--- config.mk ---
export PLATFORM = sky130hd
export DESIGN_NAME = i2s_tx_dsp_channel
export DESIGN_NICKNAME = d
export VERILOG_FILES = /design/src/rtl/i2s_tx_dsp_channel.sv
export SDC_FILE = /design/constraint.sdc
export NUM_CORES = 1
export LEC_CHECK = 0
export ABC_AREA = 0
export BUFFER_PORTS_ARGS = -buffer_cell sky130_fd_sc_hd__buf_2
export CAP_MARGIN = 20
export CORE_ASPECT_RATIO = 1.25
export CORE_MARGIN = 4
export CORE_UTILIZATION = 55
export CTS_CLUSTER_SIZE = 25
export DETAILED_ROUTE_END_ITERATION = 7
export GPL_TIMING_DRIVEN = 0
export PLACE_DENSITY = 0.76
export SLEW_MARGIN = 20
export SYNTH_ARGS = -nofsm -noshare
export SYNTH_HDL_FRONTEND = slang
export SYNTH_SLANG_ARGS = --single-unit
--- constraint.sdc ---
create_clock -name sck_i -period 2.7 [get_ports sck_i]
set_clock_uncertainty 0.15 [all_clocks]
set_input_delay 0.27 -clock sck_i [delete_from_list [all_inputs] [get_ports sck_i]]
set_output_delay 0.27 -clock sck_i [all_outputs]
set_load 0.1 [all_outputs]
--- src/rtl/i2s_tx_dsp_channel.sv ---
// i2s_tx_dsp_channel: DSP-mode (short frame-sync) I2S transmitter feeding one or two data lines
//   sck_i, rst_i          bit clock, synchronous active-high reset
//   ws_i                  frame sync; a rising level starts a frame
//   i2s_ch0_o/i2s_ch1_o   registered serial data, 0 outside the data slots
//   fifo_data_i/_valid_i  TX words from the uDMA FIFO; fifo_data_ready_o accepts them
//   fifo_err_o            one-cycle pulse on underrun or resync
//   cfg_*                 enable, two-line mode, word/frame shape, bit order, start mode/offset
//   I2S_TX_DSP_ERR_CNT_EN adds err_cnt_o (saturating error count) and err_cnt_clr_i
module i2s_tx_dsp_channel (
    input  logic        sck_i,
    input  logic        rst_i,
`ifdef I2S_TX_DSP_ERR_CNT_EN
    output logic [15:0] err_cnt_o,
    input  logic        err_cnt_clr_i,
`endif
    input  logic        ws_i,
    output logic        i2s_ch0_o,
    output logic        i2s_ch1_o,
    input  logic [31:0] fifo_data_i,
    input  logic        fifo_data_valid_i,
    output logic        fifo_data_ready_o,
    output logic        fifo_err_o,
    input  logic        cfg_en_i,
    input  logic        cfg_2ch_i,
    input  logic [4:0]  cfg_num_bits_i,
    input  logic [2:0]  cfg_num_word_i,
    input  logic        cfg_lsb_first_i,
    input  logic [1:0]  cfg_dsp_mode_i,
    input  logic [4:0]  cfg_dsp_offset_i
);
    typedef enum logic [2:0] {IDLE, WAIT_FS, DELAY, SHIFT, GAP} state_t;
    state_t      state;
    logic        ws_q, lsb_q, two_q, hold0_v, hold1_v;
    logic [4:0]  bit_cnt, dly_cnt, nb_q;
    logic [2:0]  word_cnt, nw_q;
    logic [31:0] hold0, hold1, word0, word1, new0, new1;
    logic        fs, start, resync, boundary, have, load, err, keep0, keep1, acc, two_l, lsb_l;
    logic [4:0]  d_new, nb_l, first_idx, next_cnt, next_idx;
    always_comb begin
        fs        = ws_i & ~ws_q;
        start     = fs & (state != IDLE);
        resync    = fs & (state == DELAY || state == SHIFT);
        d_new     = cfg_dsp_mode_i == 2'd2 ? cfg_dsp_offset_i : {4'd0, cfg_dsp_mode_i != 2'd1};
        // at a frame start the new config governs the first word immediately
        nb_l      = start ? cfg_num_bits_i : nb_q;
        two_l     = start ? cfg_2ch_i : two_q;
        lsb_l     = start ? cfg_lsb_first_i : lsb_q;
        boundary  = cfg_en_i & (start ? d_new == 5'd0 :
                    (state == DELAY && dly_cnt == 5'd0) ||
                    (state == SHIFT && bit_cnt == nb_q && word_cnt != nw_q));
        have      = hold0_v & (~two_l | hold1_v);
        load      = boundary & have;
        err       = cfg_en_i & (resync | (boundary & ~have));
        keep0     = hold0_v & ~load;
        keep1     = hold1_v & ~(load & two_l);
        fifo_data_ready_o = cfg_en_i & (state != IDLE) & (~keep0 | (cfg_2ch_i & ~keep1));
        acc       = fifo_data_ready_o & fifo_data_valid_i;
        new0      = load ? hold0 : 32'd0;
        new1      = (load & two_l) ? hold1 : 32'd0;
        first_idx = lsb_l ? 5'd0 : nb_l;
        next_cnt  = bit_cnt + 5'd1;
        next_idx  = lsb_q ? next_cnt : nb_q - next_cnt;
    end
    always_ff @(posedge sck_i) begin
        if (rst_i) begin
            state      <= IDLE;
            ws_q       <= 1'b1;
            bit_cnt    <= '0;
            word_cnt   <= '0;
            dly_cnt    <= '0;
            nb_q       <= '0;
            nw_q       <= '0;
            lsb_q      <= 1'b0;
            two_q      <= 1'b0;
            hold0      <= '0;
            hold1      <= '0;
            hold0_v    <= 1'b0;
            hold1_v    <= 1'b0;
            word0      <= '0;
            word1      <= '0;
            i2s_ch0_o  <= 1'b0;
            i2s_ch1_o  <= 1'b0;
            fifo_err_o <= 1'b0;
        end else begin
            ws_q       <= ws_i;
            fifo_err_o <= err;
            i2s_ch0_o  <= 1'b0;
            i2s_ch1_o  <= 1'b0;
            if (!cfg_en_i) begin
                state    <= IDLE;
                hold0_v  <= 1'b0;
                hold1_v  <= 1'b0;
                bit_cnt  <= '0;
                word_cnt <= '0;
                dly_cnt  <= '0;
            end else begin
                // a word arriving while ch0 is still occupied goes to ch1
                hold0_v <= keep0 | acc;
                hold1_v <= keep1 | (acc & keep0);
                if (acc & ~keep0) hold0 <= fifo_data_i;
                if (acc & keep0) hold1 <= fifo_data_i;
                if (start) begin
                    nb_q  <= cfg_num_bits_i;
                    nw_q  <= cfg_num_word_i;
                    lsb_q <= cfg_lsb_first_i;
                    two_q <= cfg_2ch_i;
                end
                if (boundary) begin
                    word0     <= new0;
                    word1     <= new1;
                    i2s_ch0_o <= new0[first_idx];
                    i2s_ch1_o <= new1[first_idx];
                end
                if (state == IDLE) begin
                    state <= WAIT_FS;
                end else if (start) begin
                    bit_cnt  <= '0;
                    word_cnt <= '0;
                    dly_cnt  <= d_new == 5'd0 ? 5'd0 : d_new - 5'd1;
                    state    <= d_new == 5'd0 ? SHIFT : DELAY;
                end else if (state == DELAY) begin
                    if (dly_cnt == 5'd0) state <= SHIFT;
                    else dly_cnt <= dly_cnt - 5'd1;
                end else if (state == SHIFT) begin
                    if (bit_cnt != nb_q) begin
                        bit_cnt   <= next_cnt;
                        i2s_ch0_o <= word0[next_idx];
                        i2s_ch1_o <= two_q & word1[next_idx];
                    end else if (word_cnt != nw_q) begin
                        bit_cnt  <= '0;
                        word_cnt <= word_cnt + 3'd1;
                    end else begin
                        state <= GAP;
                    end
                end
            end
        end
    end
`ifdef I2S_TX_DSP_ERR_CNT_EN
    always_ff @(posedge sck_i) begin
        if (rst_i || err_cnt_clr_i) err_cnt_o <= '0;
        else if (err && err_cnt_o != 16'hFFFF) err_cnt_o <= err_cnt_o + 16'd1;
    end
`endif
endmodule
## Word-level counts from Yosys, hierarchy flattened

Index checks and enable logic that the tools add are counted.
W data, S select, Z words.

| word-level totals | value |
|---|---|
| word-level logic and storage cells | 151 |
| bits of input ports | 54 |
| flip-flop bits (word level) | 160 |
| output and inout bits | 4 |

| operators by class | value |
|---|---|
| muxes and demuxes | 51 |
| add/subtract/negate cells | 5 |
| eq/ne operators | 16 |
| magnitude comparators | 2 |
| bitwise gates (word level) | 32 |
| reduce and logical (&&, ||, !) cells | 26 |

Operators by type and width:

| operator | count |
|---|---|
| $mux W5 | 13 |
| $mux W32 | 2 |
| $mux W3 | 11 |
| $mux W1 | 21 |
| $bmux W1 S5 | 4 |
| $and A1 B1 Y1 | 18 |
| $lt A5 B6 Y1 const B | 2 |
| $reduce_and A4 Y1 | 3 |
| $logic_not A5 Y1 | 2 |
| $sub A5 B1 Y5 const B | 2 |
| $not A1 Y1 | 9 |
| $reduce_bool A3 Y1 | 3 |
| $reduce_and A2 Y1 | 4 |
| $eq A3 B2 Y1 const B | 2 |
| $ne A2 B2 Y1 const B | 3 |
| $ne A3 B3 Y1 const B | 2 |
| $reduce_bool A2 Y1 | 3 |
| $add A5 B1 Y5 const B | 1 |
| $eq A5 B5 Y1 | 1 |
| $ne A5 B5 Y1 | 1 |
| $or A1 B1 Y1 | 5 |
| $reduce_and A5 Y1 | 1 |
| $sub A5 B5 Y5 | 1 |
| $ne A4 B2 Y1 const B | 1 |
| other kinds (14) | 17 |

## Depth between registers and ports, before layout

Gate-level depths: netlist of run 1.

| logic depth | value |
|---|---|
| depth after elaboration | 18 |
| gate-level depth with buffers | 12 |
| mapped depth without buffers | 11 |

## Worst setup path after synthesis of run 1

OpenSTA, ideal clock, no wires.

| path | value |
|---|---|
| path type | input to output |
| from | input port cfg_dsp_mode_i[0] |
| to | output port fifo_data_ready_o |
| data arrival time | 3.191 ns |
| buffers on the path | 1 |
| slack | -0.911 ns |
| data required time | 2.280 ns |
| stages on the path | 9 |
| cells stage by stage | nand2b_1 o21ai_0 ha_1 o21ai_1 a211oi_1 o31a_1 a21boi_2 clkbuf_1 a21oi_1 |

| on the way | value |
|---|---|
| word-level cells in the longest chain between the ends | 13 |
| elaborated cells between the ends (all ways) | 17 |
| those cells by class | eq/ne: 2; mux: 2; bitwise: 12; reduce/logical: 1 |

RTL lines:

| item | line | text |
|---|---|---|
| start: declaration | 28 | `input logic [1:0] cfg_dsp_mode_i,` |
| $ne A2 B1 Y1 / $eq A2 B2 Y1 (equally long branches) | 43 | `d_new = cfg_dsp_mode_i == 2'd2 ? cfg_dsp_offset_i : {4'd0, cfg_dsp_mode_i != 2'd1};` |
| $mux W5 * | 43 |  |
| $logic_not A5 Y1 * | 48 | `boundary = cfg_en_i & (start ? d_new == 5'd0 :` |
| $mux W1 * | 48 |  |
| $and A1 B1 Y1 * | 48 |  |
| $and A1 B1 Y1 * | 52 | `load = boundary & have;` |
| $and A1 B1 Y1 | 55 | `keep1 = hold1_v & ~(load & two_l);` |
| $not A1 Y1 | 55 |  |
| $and A1 B1 Y1 | 55 |  |
| $not A1 Y1 | 56 | `fifo_data_ready_o = cfg_en_i & (state != IDLE) & (~keep0 \| (cfg_2ch_i & ~keep1));` |
| $and A1 B1 Y1 | 56 |  |
| $or A1 B1 Y1 * | 56 |  |
| $and A1 B1 Y1 * | 56 |  |
| end: declaration | 21 | `output logic fifo_data_ready_o,` |

Mark *: on every way between the ends. The rest lies on a longest branch, timed or not.

## Worst setup path in the final report of run 1

| path | value |
|---|---|
| from | register bit_cnt[0] |
| to | register i2s_ch1_o |

| on the way | value |
|---|---|
| word-level cells in the longest chain between the ends | 17 |
| elaborated cells between the ends (all ways) | 24 |
| those cells by class | add/sub: 2; eq/ne: 2; mux: 13; bitwise: 4; reduce/logical: 3 |

RTL lines:

| item | line | text |
|---|---|---|
| start: declaration | 34 | `logic [4:0] bit_cnt, dly_cnt, nb_q;` |
| start signal: assignment | 126 | `bit_cnt <= next_cnt;` |
| parallel branches: the longest is 16 deep, another holds $add A5 B1 Y5 | n/a |  |
| $mux W1 * | 114 | `if (state == IDLE) begin` |
| end signal: assignment | 112 | `i2s_ch1_o <= new1[first_idx];` |
| end signal: assignment | 128 | `i2s_ch1_o <= two_q & word1[next_idx];` |
| end: declaration | 18 | `output logic i2s_ch1_o,` |

Mark *: on every way between the ends. The select of a mux whose other input is x is not followed.
A chain may end at the register's enable or synchronous reset.

==> results of run 1 <==
-- power breakdown --
part           internal (mW)  switching, mW  leakage, nW  total (mW)
clock network           1.51           1.01        0.289        2.52
registers               2.37         0.0160         1.30        2.39
logic                  0.159          0.231         2.31       0.390
total                   4.04           1.26         3.89        5.29
-- per-stage QoR --
step,TNS [ns],setup slack (ns),util
detailed placement,-53.37,-0.608,0.600
CTS,-0.843,-0.223,0.714
global route,-7.11,-0.317,0.739
floorplan,-0.00510,-0.00510,-
finish,-2.21,-0.195,0.739
global placement,-45.69,-0.589,0.600
-- registers in the layout, summed over array words and instances (netlist names) --
name,count
i2s_ch0_o,1
hold1_v,1
i2s_ch1_o,1
hold0,32
nw_q,3
hold0_v,1
two_q,1
bit_cnt,5
hold1,32
lsb_q,1
fifo_err_o,1
state,3
word0,32
ws_q,1
nb_q,5
word_cnt,3
word1,32
dly_cnt,5
-- critical path: stages, from the launching register on --
cell and delay, ns:
dfxtp_4 0.36, ha_4 0.25, fa_1 0.48, mux2i_4 0.24, buf_6 0.18, mux4_2 0.30
mux2_4 0.29, or3_4 0.33, o2111ai_2 0.08, nand3_2 0.11
-- worst max-delay path by stage --
stage | startpoint | end | slack [ns]
2_1_floorplan | bit_cnt[1] | i2s_ch1_o | -0.005
3_3_place_gp | nb_q[0] | i2s_ch0_o | -0.59
3_5_place_dp | cfg_dsp_mode_i[0] | fifo_data_ready_o | -0.61
4_1_cts | bit_cnt[1] | i2s_ch1_o | -0.22
5_1_grt | dly_cnt[0] | fifo_data_ready_o | -0.32
6_report | bit_cnt[0] | i2s_ch1_o | -0.20
-- cell usage after synthesis, drive strengths merged (2+ instances only) --
| cell | n | area [µm²] |
|---|---|---|
| a211o | 2 | 17.5 |
| xor2 | 10 | 87.6 |
| or3 | 4 | 25.0 |
| a21oi | 129 | 646 |
| mux2i | 52 | 532 |
| and3 | 2 | 12.5 |
| xnor2 | 9 | 78.8 |
| clkbuf | 37 | 139 |
| nor4b | 3 | 47.5 |
| nand2b | 7 | 43.8 |
| or2 | 3 | 18.8 |
| a22oi | 7 | 52.6 |
| ha | 10 | 125 |
| a31oi | 7 | 58.8 |
| mux4 | 18 | 405 |
| o31a | 2 | 17.5 |
| nand2 | 152 | 576 |
| dfxtp | 160 | 3200 |
| o2111ai | 2 | 17.5 |
| inv | 16 | 60.1 |
| nor3 | 11 | 65.1 |
| and2 | 7 | 46.3 |
| a21o | 2 | 15.0 |
| a211oi | 11 | 82.6 |
| a32oi | 4 | 35.0 |
| a221oi | 2 | 17.5 |
| o31ai | 3 | 27.5 |
| mux2 | 7 | 78.8 |
| and4 | 3 | 26.3 |
| nor2b | 6 | 37.5 |
| nand3 | 89 | 458 |
| buf | 36 | 249 |
| nor2 | 60 | 228 |
| o22ai | 3 | 18.8 |
| o21ai | 51 | 259 |
| o21a | 6 | 45.0 |
| nand4 | 3 | 18.8 |
| nor4 | 3 | 18.8 |
-- area by class of cell --
cell class | instances | share of cell area
inverters | 16 | 0.00567
well taps | 178 | 0.0210
flip-flops and latches | 160 | 0.304
multi-input cells | 706 | 0.458
clock inverters | 12 | 0.0148
plain buffers | 73 | 0.0469
repair buffers | 141 | 0.106
clock buffers | 20 | 0.0431
-- cells by family (layout without fill, tap and decap cells) --
group	Yosys count	in the layout
AO/OA/AOI/OAI	242	242
XOR/XNOR	19	19
adder cells (fa/ha/maj)	11	11
buffers and inverters	89	262
flip-flops	160	160
multiplexers	77	77
AND/OR/NAND/NOR	357	357
-- what timing repair did --
item | in CTS | in global routing
endpoints found under the setup margin | 130 | 124
pin swaps | 15 | 33
gates cloned | 3 | 2
resized for setup | 64 | 129
endpoints found under the hold margin | 68 | 0
buffers inserted | 35 | 9
hold buffers | 40 | 0
-- layout by cell type, fill, tap and decap left out, types with 18 or more instances in the layout --
master	synthesis	layout
nand2_1	150	135
mux4_2	18	18
mux2i_1	49	46
clkbuf_1	37	30
dfxtp_1	160	150
buf_4	3	35
a21oi_1	129	111
o21ai_0	48	26
nor2_1	59	57
nand3_1	88	86
dlygate4sd3_1	0	40
clkbuf_16	0	18
buf_6	5	21
buf_2	13	58
-- per-layer routing --
metal,up-vias,share of wire
li1,3716,-
met1,3886,0.37
met2,483,0.48
met3,127,0.080
met4,0,0.068
met5,-,0
==> flow_summary.json, run 1 <==
{
  "worstPathRequired_ns": 2.85,
  "cts_max_level": 4,
  "synth-compound-area-share": 0.176,
  "netlist_area_mm2": 0.00805,
  "io_pins": 58,
  "hold_path_depth": 3,
  "wl_mm": 27.5,
  "synth_top_family_by_area": "simple AND/OR/NAND/NOR gates",
  "use_met1": 0.373,
  "gp_congestion": 0.963,
  "top_usage_layer": "met2",
  "drv_cap": 0,
  "hold_viol": 0,
  "syn_to_final_growth_pct": 31.6,
  "cts_tree": "done",
  "grt_pass1_wl_mm": 41.2,
  "holdWs_ns": 0.0159,
  "die_width_um": 116,
  "reg2reg_to": "i2s_ch1_o",
  "drc": 0,
  "rr_startpoint": "bit_cnt[0]",
  "cts_buffers": 17,
  "min_to": "lsb_q",
  "grt_remaining_overflow": 0,
  "wl_per_cell_um": 21.1,
  "syn-num-nets": 1020,
  "setup_violations": 35,
  "port_buffers": 55,
  "report.power.total_mw": 5.29,
  "synth-seq-cells": 160,
  "antenna_found_initial": 0,
  "first_global_vias": 7944,
  "max_freq_mhz": 345,
  "cts_root_buffer": "clkbuf_16",
  "num-fill-cells": 1022,
  "rsz0062_at_grt": "yes",
  "num_vias": 8212,
  "yosys.area_share.xor_xnor": 0.0207,
  "rows": 49,
  "synth-seq-area-share": 0.398,
  "drive_gt1_frac": 0.262,
  "multi_input_area_mm2": 0.00485,
  "grt_use_met2": 0.534,
  "placedCellCount": 1188,
  "synth_edf_count": 0,
  "critical_path_class": "register to register",
  "fin_ws_ns": -0.195,
  "grt_max_degree": 17,
  "synthCells": 955,
  "path_clk_slew_ns": 0.07,
  "endpoint_kind": "register",
  "power.leakage_nw": 3.89,
  "detailed_place.area_mm2": 0.00861,
  "synth_area_per_cell_um2": 8.43,
  "reg2reg_depth": 9,
  "synthMuxAreaShare": 0.126,
  "synth_warnings": 0,
  "dr.pass1.iters": 6,
  "final_cells": 1306,
  "vdd_ir_drop_max_mv": 0.426,
  "synth.distinct_cells": 72,
  "dieArea_mm2": 0.0166,
  "hold_path.class": "input pin to register",
  "core_area_mm2": 0.0143,
  "start_kind": "register",
  "cellPowerDensity_mw_per_mm2": 500,
  "synthArstFlopShare": 0,
  "place_hpwl_mm": 18.0,
  "crit_arrival_ns": 3.05,
  "clk-insertion-delay-late_ns": 0.43,
  "maxSlewHeadroom": 0.422,
  "post-route-period-util": 1.07,
  "design_area_mm2": 0.0106,
  "n_antenna_cell": 0,
  "synth-adder-area-share": 0.0180,
  "ctsLongestPathBuffers": 2,
  "nNetsFinal": 1180,
  "violations": "negative setup slack",
  "drt_iter0_markers": 992,
  "die_y_um": 143,
  "yosys.area_share.simple": 0.206,
  "drt.antenna.violating_nets": 0,
  "routed_via_density": 6.29,
  "worstMarginPinSlew_ns": 0.865,
  "hold_path_startpoint": "cfg_lsb_first_i",
  "worst-r2r-setup-slack_ns": -0.20,
  "grt_usage": 0.323,
  "start_util": 0.561,
  "path_max_fanout": 4,
  "clock_sinks": 160,
  "maxSlewViolCount": 0,
  "regArea_mm2": 0.00322,
  "status": "complete, but fails checks",
  "min_period_ns": 2.90,
  "met3_usage": 0.0704,
  "ys.flop_type": "dfxtp_1"
}
(Power assumes the default switching activity.)
==> run 2: changes to the inputs <==
--- a/config.mk
+++ b/config.mk
@@ -10,11 +10,13 @@
 export CAP_MARGIN = 20
 export CORE_ASPECT_RATIO = 1.25
 export CORE_MARGIN = 4
-export CORE_UTILIZATION = 55
+export CORE_UTILIZATION = 57
+export CTS_BUF_LIST = sky130_fd_sc_hd__clkbuf_8
 export CTS_CLUSTER_SIZE = 25
 export DETAILED_ROUTE_END_ITERATION = 7
 export GPL_TIMING_DRIVEN = 0
-export PLACE_DENSITY = 0.76
+export PLACE_DENSITY = 0.78
+export REMOVE_ABC_BUFFERS = 1
 export SLEW_MARGIN = 20
 export SYNTH_ARGS = -nofsm -noshare
 export SYNTH_HDL_FRONTEND = slang
==> run 2 against run 1 <==
Net effect: the run still ends with negative setup slack left; largest cell class unchanged; sequential cell count did not move; routed wire length rose by 7.8%; global-route usage rose by 0.96 points; highest routed layer unchanged.
==> flow_summary.json, run 2 (synthesis gave the netlist of run 1 again) <==
{
  "path_max_fanout": 5,
  "nNetsFinal": 1160,
  "hold_path.class": "input pin to register",
  "wl_mm": 29.6,
  "io_pins": 58,
  "cpPeakStageDelay_ns": 0.39,
  "num_vias": 8647,
  "grt_remaining_overflow": 0,
  "cts_buffers": 17,
  "hold_viol": 0,
  "num-fill-cells": 793,
  "post-route-period-util": 1.15,
  "ctsLongestPathBuffers": 2,
  "clock_sinks": 160,
  "core_area_mm2": 0.0138,
  "place_hpwl_mm": 14.6,
  "wl_per_cell_um": 23.1,
  "antenna_found_initial": 0,
  "layout_common_cells": "145 x dfxtp_1, 135 x nand2_1, 110 x a21oi_1",
  "dieArea_mm2": 0.0161,
  "rows": 48,
  "cts_tree": "done",
  "cts_root_buffer": "clkbuf_8",
  "setup_violations": 53,
  "endpoint_kind": "register",
  "drive_gt1_frac": 0.286,
  "report.power.total_mw": 4.80,
  "port_buffers": 57,
  "maxSlewHeadroom": 0.418,
  "grt_pass1_wl_mm": 42.2,
  "violations": "negative setup slack",
  "cts_max_level": 4,
  "cellPowerDensity_mw_per_mm2": 447,
  "first_global_vias": 8020,
  "drc": 0,
  "grt_usage": 0.332,
  "dr.pass1.iters": 7,
  "start_kind": "register",
  "maxSlewViolCount": 0,
  "rsz0062_at_grt": "yes",
  "min_period_ns": 3.11,
  "syn_to_final_growth_pct": 33.4,
  "worstMarginPinSlew_ns": 0.874,
  "path_cells": "ha_4, xnor2_4, ha_4, a21oi_1, nand2_1, xnor2_1, mux2i_4, buf_4, mux2i_1, mux2i_1, o2111ai_1, nand3_1",
  "die_width_um": 114,
  "detailed_place.area_mm2": 0.00849,
  "max_freq_mhz": 321,
  "grt_max_degree": 105,
  "n_antenna_cell": 0,
  "vdd_ir_drop_max_mv": 0.492,
  "fin_ws_ns": -0.414,
  "regArea_mm2": 0.00324,
  "critical_path_class": "register to register",
  "power.leakage_nw": 3.95,
  "drt_iter0_markers": 1404,
  "multi_input_area_mm2": 0.00500,
  "status": "complete, but fails checks",
  "drv_cap": 0,
  "drt.antenna.violating_nets": 0,
  "design_area_mm2": 0.0107,
  "slowest_stage": "dfxtp_4",
  "start_util": 0.583,
  "final_common_cell": "dfxtp_1",
  "clk-insertion-delay-late_ns": 0.47,
  "crit_arrival_ns": 3.28,
  "routed_via_density": 6.74,
  "worstPathRequired_ns": 2.87,
  "path_clk_slew_ns": 0.09,
  "gp_congestion": 0.926,
  "die_y_um": 141
}
-- run 2: cell count changes in the layout (fill, tap and decap cells not counted), sizes merged, moves of 2 or more --
cell	delta
clkinv	+2
clkbuf	-38
clkinvlp	-3
dlygate4sd3	+4
buf	+9
nor2	+2
-- run 2: report_power, final --
part           total (mW)  internal (mW)  switching, mW
Combinational       0.402          0.169          0.233
Clock                2.01           1.10          0.913
Sequential           2.38           2.37         0.0186
-- run 2: per-stage QoR --
step	TNS (ns)	worst slack (ns)	hold slack, ns	util	cells
2_1_floorplan	-343.88	-3.55	0.189	-	882
3_3_place_gp	-718.96	-6.75	0.285	0.591	1114
3_5_place_dp	-139.07	-2.07	0.292	0.615	1125
4_1_cts	-6.84	-0.339	0.0854	0.740	1258
5_1_grt	-11.56	-0.409	0.127	0.777	1283
6_report	-8.88	-0.414	0.132	0.777	1283
-- run 2: area by class of cell --
class,instances,area share
clock inverter,11,0.0149
sequential,160,0.302
timing repair buffer,189,0.164
tap,175,0.0204
clock buffer,21,0.0269
multi-input combinational,711,0.466
inverter,16,0.00583
-- run 2: final timing paths --
path               from         to  slack [ns]  cells past startpoint
max          bit_cnt[0]  i2s_ch1_o       -0.41                     12
min            cfg_en_i    nb_q[2]        0.13                      3
max reg2reg  bit_cnt[0]  i2s_ch1_o       -0.41                     12
min reg2reg   word1[16]  word1[16]        0.30                      2
-- run 2: repair_timing --
item / in CTS / in global routing
cloned: 8 / 2
resized for setup: 67 / 83
pin swaps: 23 / 42
hold buffers: 44 / 0
setup buffers: 51 / 27
endpoints found under the setup margin: 134 / 88
hold endpoints to repair: 75 / 0
-- run 2: metal layers --
layer  GRT usage  part of all wire  vias to the layer above
met4       0.202             0.078                        0
met2       0.536              0.46                      747
met3      0.0842              0.12                      243
li1            -                 -                     3674
met5           0                 0                        -
met1       0.395              0.34                     3983
-- run 2: critical path, delay by kind of cell (launching register included) --
kind                     cells  cell delay (ns)
flip-flops                   1             0.39
adder cells (fa/ha/maj)      2             0.46
XOR/XNOR                     2             0.40
buffers and inverters        1             0.24
AO/OA/AOI/OAI                2             0.42
AND/OR/NAND/NOR              2             0.29
multiplexers                 3             0.61
==> run 3: changes to the inputs <==
--- a/config.mk
+++ b/config.mk
@@ -5,17 +5,17 @@
 export SDC_FILE = /design/constraint.sdc
 export NUM_CORES = 1
 export LEC_CHECK = 0
-export ABC_AREA = 0
+export ABC_AREA = 1
 export BUFFER_PORTS_ARGS = -buffer_cell sky130_fd_sc_hd__buf_2
 export CAP_MARGIN = 20
 export CORE_ASPECT_RATIO = 1.25
 export CORE_MARGIN = 4
-export CORE_UTILIZATION = 57
+export CORE_UTILIZATION = 56
 export CTS_BUF_LIST = sky130_fd_sc_hd__clkbuf_8
 export CTS_CLUSTER_SIZE = 25
 export DETAILED_ROUTE_END_ITERATION = 7
 export GPL_TIMING_DRIVEN = 0
-export PLACE_DENSITY = 0.78
+export PLACE_DENSITY = 0.77
 export REMOVE_ABC_BUFFERS = 1
 export SLEW_MARGIN = 20
 export SYNTH_ARGS = -nofsm -noshare
==> run 3 against run 2 <==
Net effect: the run ends with design-rule violations, negative setup slack left; via count up 13%; non-clock buffer count is 15 lower; area after synthesis decreased by 2.9%; sequential share of layout area decreased by 0.72 points; first-iteration DRC count increased by 25%; register-to-register slack worse by 0.36 ns; largest power group unchanged.
==> flow_summary.json, run 3 <==
{
  "io_pins": 58,
  "maxSlewHeadroom": 0.304,
  "ctsLongestPathBuffers": 2,
  "crit_arrival_ns": 3.74,
  "top_usage_layer": "met2",
  "synth.distinct_cells": 41,
  "dr.pass1.iters": 8,
  "grt_max_degree": 102,
  "cts_tree": "done",
  "dieArea_mm2": 0.0159,
  "final_common_cell": "nand2_1",
  "drc": 13,
  "setup_violations": 112,
  "die_y_um": 140,
  "yosys.area_share.xor_xnor": 0.0123,
  "port_buffers": 57,
  "grt_remaining_overflow": 0,
  "path_max_fanout": 7,
  "wl_per_cell_um": 25.0,
  "num_vias": 9807,
  "synth-compound-area-share": 0.192,
  "rr_startpoint": "nb_q[4]",
  "post-route-period-util": 1.29,
  "min_period_ns": 3.48,
  "rsz0062_at_grt": "yes",
  "grt_pass1_wl_mm": 43.8,
  "synth_warnings": 0,
  "hold_path.class": "input pin to register",
  "cts_root_buffer": "clkbuf_8",
  "synth_edf_count": 0,
  "worstPathRequired_ns": 2.97,
  "yosysTopAreaCell": "dfxtp_1",
  "rows": 48,
  "drt.antenna.violating_nets": 0,
  "critical_path_class": "register to register",
  "layout_common_cells": "176 x nand2_1, 156 x dfxtp_1, 145 x nand3_1",
  "synth-seq-area-share": 0.410,
  "cpMostUsedCell": "nand2_1",
  "grt_use_met2": 0.557,
  "ys.flop_type": "dfxtp_1",
  "cellPowerDensity_mw_per_mm2": 464,
  "hold_viol": 0,
  "syn_to_final_growth_pct": 39.4,
  "slowest_stage": "dfxtp_1",
  "drv_cap": 0,
  "netlist_area_mm2": 0.00782,
  "synth_area_per_cell_um2": 7.11,
  "maxSlewViolCount": 0,
  "first_global_vias": 8304,
  "start_kind": "register",
  "yosysMostFrequentCell": "nand2_1",
  "n_antenna_cell": 0,
  "clk-insertion-delay-late_ns": 0.51,
  "violations": "design-rule violations, negative setup slack",
  "worstMarginPinSlew_ns": 1.04,
  "antenna_found_initial": 1,
  "synth_top_family_by_area": "simple AND/OR/NAND/NOR gates",
  "synth_top_cells_by_area": "dfxtp_1 41%, nand2_1 12%, nand3_1 11%, a21oi_1 8.3%, nor2_1 4.2%",
  "drt_iter0_markers": 1761,
  "cts_max_level": 4,
  "synthMuxAreaShare": 0.00576,
  "die_width_um": 114,
  "grt_usage": 0.352,
  "use_met1": 0.420,
  "met3_usage": 0.0877,
  "holdWs_ns": 0.0182,
  "wl_mm": 35.6,
  "synthArstFlopShare": 0,
  "yosys.area_share.simple": 0.280,
  "start_util": 0.568,
  "gp_congestion": 0.947,
  "drive_gt1_frac": 0.277,
  "endpoint_kind": "register",
  "clock_sinks": 160,
  "synthCells": 1099,
  "synthTopCellsByCount": "245 x nand2_1, 165 x nand3_1, 160 x dfxtp_1",
  "core_area_mm2": 0.0138,
  "status": "complete, but fails checks",
  "vdd_ir_drop_max_mv": 0.360,
  "fin_ws_ns": -0.778,
  "synth-adder-area-share": 0.0186,
  "synth-seq-cells": 160,
  "cp-startpoint": "nb_q[4]",
  "cpPeakStageDelay_ns": 0.45,
  "path_clk_slew_ns": 0.10,
  "power.leakage_nw": 4.03,
  "max_freq_mhz": 288,
  "nNetsFinal": 1301,
  "place_hpwl_mm": 13.3,
  "tns_ns": -50.70,
  "routed_via_density": 6.89,
  "report.power.total_mw": 5.06,
  "cts_buffers": 17,
  "hold_path_startpoint": "cfg_en_i",
  "synth_top_area_frac": 0.410,
  "path_cells": "inv_2, nand2_1, nand2_4, nor2_4, nand3_2, nor2_2, nand2_1, nand2_2, nand3_4, buf_6, nor2_4, buf_12, buf_16, nand3_1, nand3_1, nand2_1, nand2_1, nand3_2, nand3_2, nand2_2, a21oi_4"
}
[run 3: changes by cell type in the layout (fill, tap and decap cells not counted), moves of 11 or more]
cell      before  now
nor2_1        56   83
nand3_1       86  145
a22oi_1        7   27
mux2i_1       46    0
mux4_2        18    0
dfxtp_1      145  156
nand3_2        2   20
nand2_1      135  176
o21ai_0       46   23
buf_4         56   37
nand2_2        7   53
inv_1         11   60
o211ai_1       0   24
[run 3: cell families (layout without fill, tap and decap cells)]
family	count (synthesis)	after routing
AO/OA/AOI/OAI	250	250
XOR/XNOR	11	11
adder cells (fa/ha/maj)	11	11
buffers and inverters	151	285
flip-flops	160	160
multiplexers	4	4
AND/OR/NAND/NOR	512	528
[run 3: per-layer routing]
layer  wire (µm)  up-vias
li1            -     4019
met1       11300     4446
met2       15100      931
met3        5180      411
met4        3970        0
met5           0        -
[run 3: final cells by class]
class	instances	area, µm²
Clock inverter	12	213
Multi-Input combinational cell	804	4890
Fill cell	826	2850
Tap cell	175	219
Timing Repair Buffer	174	1720
Sequential cell	160	3210
Timing Repair inverter	5	55.1
Clock buffer	20	275
Inverter	74	320
[run 3: what timing repair did]
action | CTS | global route
setup buffers | 42 | 22
pin swaps | 28 | 49
gates resized for setup | 90 | 141
gates cloned | 17 | 11
hold buffers | 44 | 0
hold endpoints to repair | 87 | 0
setup endpoints to repair | 75 | 102
[run 3: through the flow]
step	setup slack [ns]	util	instance area, µm²	std cells
6_report	-0.778	0.792	10900	1424
5_1_grt	-0.853	0.792	10900	1424
4_1_cts	-0.316	0.732	10100	1394
3_5_place_dp	-2.25	0.591	8130	1259
3_3_place_gp	-3.65	0.579	7960	1254
2_1_floorplan	-2.41	-	7460	1022
[run 3: final timing paths]
kind                             endpoint  slack, ns  depth (start not counted)
worst max register to register  i2s_ch1_o      -0.78                         21
worst max-delay path            i2s_ch1_o      -0.78                         21
worst min register to register   word0[6]       0.32                          2
worst min-delay path              nw_q[0]       0.02                          3
[run 3: power breakdown]
part	switching (mW)	internal [mW]	total, mW
Sequential	0.0152	2.37	2.39
Clock	0.941	1.26	2.20
Combinational	0.290	0.187	0.477
Total	1.25	3.82	5.06
[run 3: critical path, delay by kind of cell, from the launching register on]
family	cells	cell delay [ns]
DFF	1	0.45
AOI/OAI and AO/OA	1	0.16
and+or+nand+nor	16	2.01
buffers and inverters	4	0.57
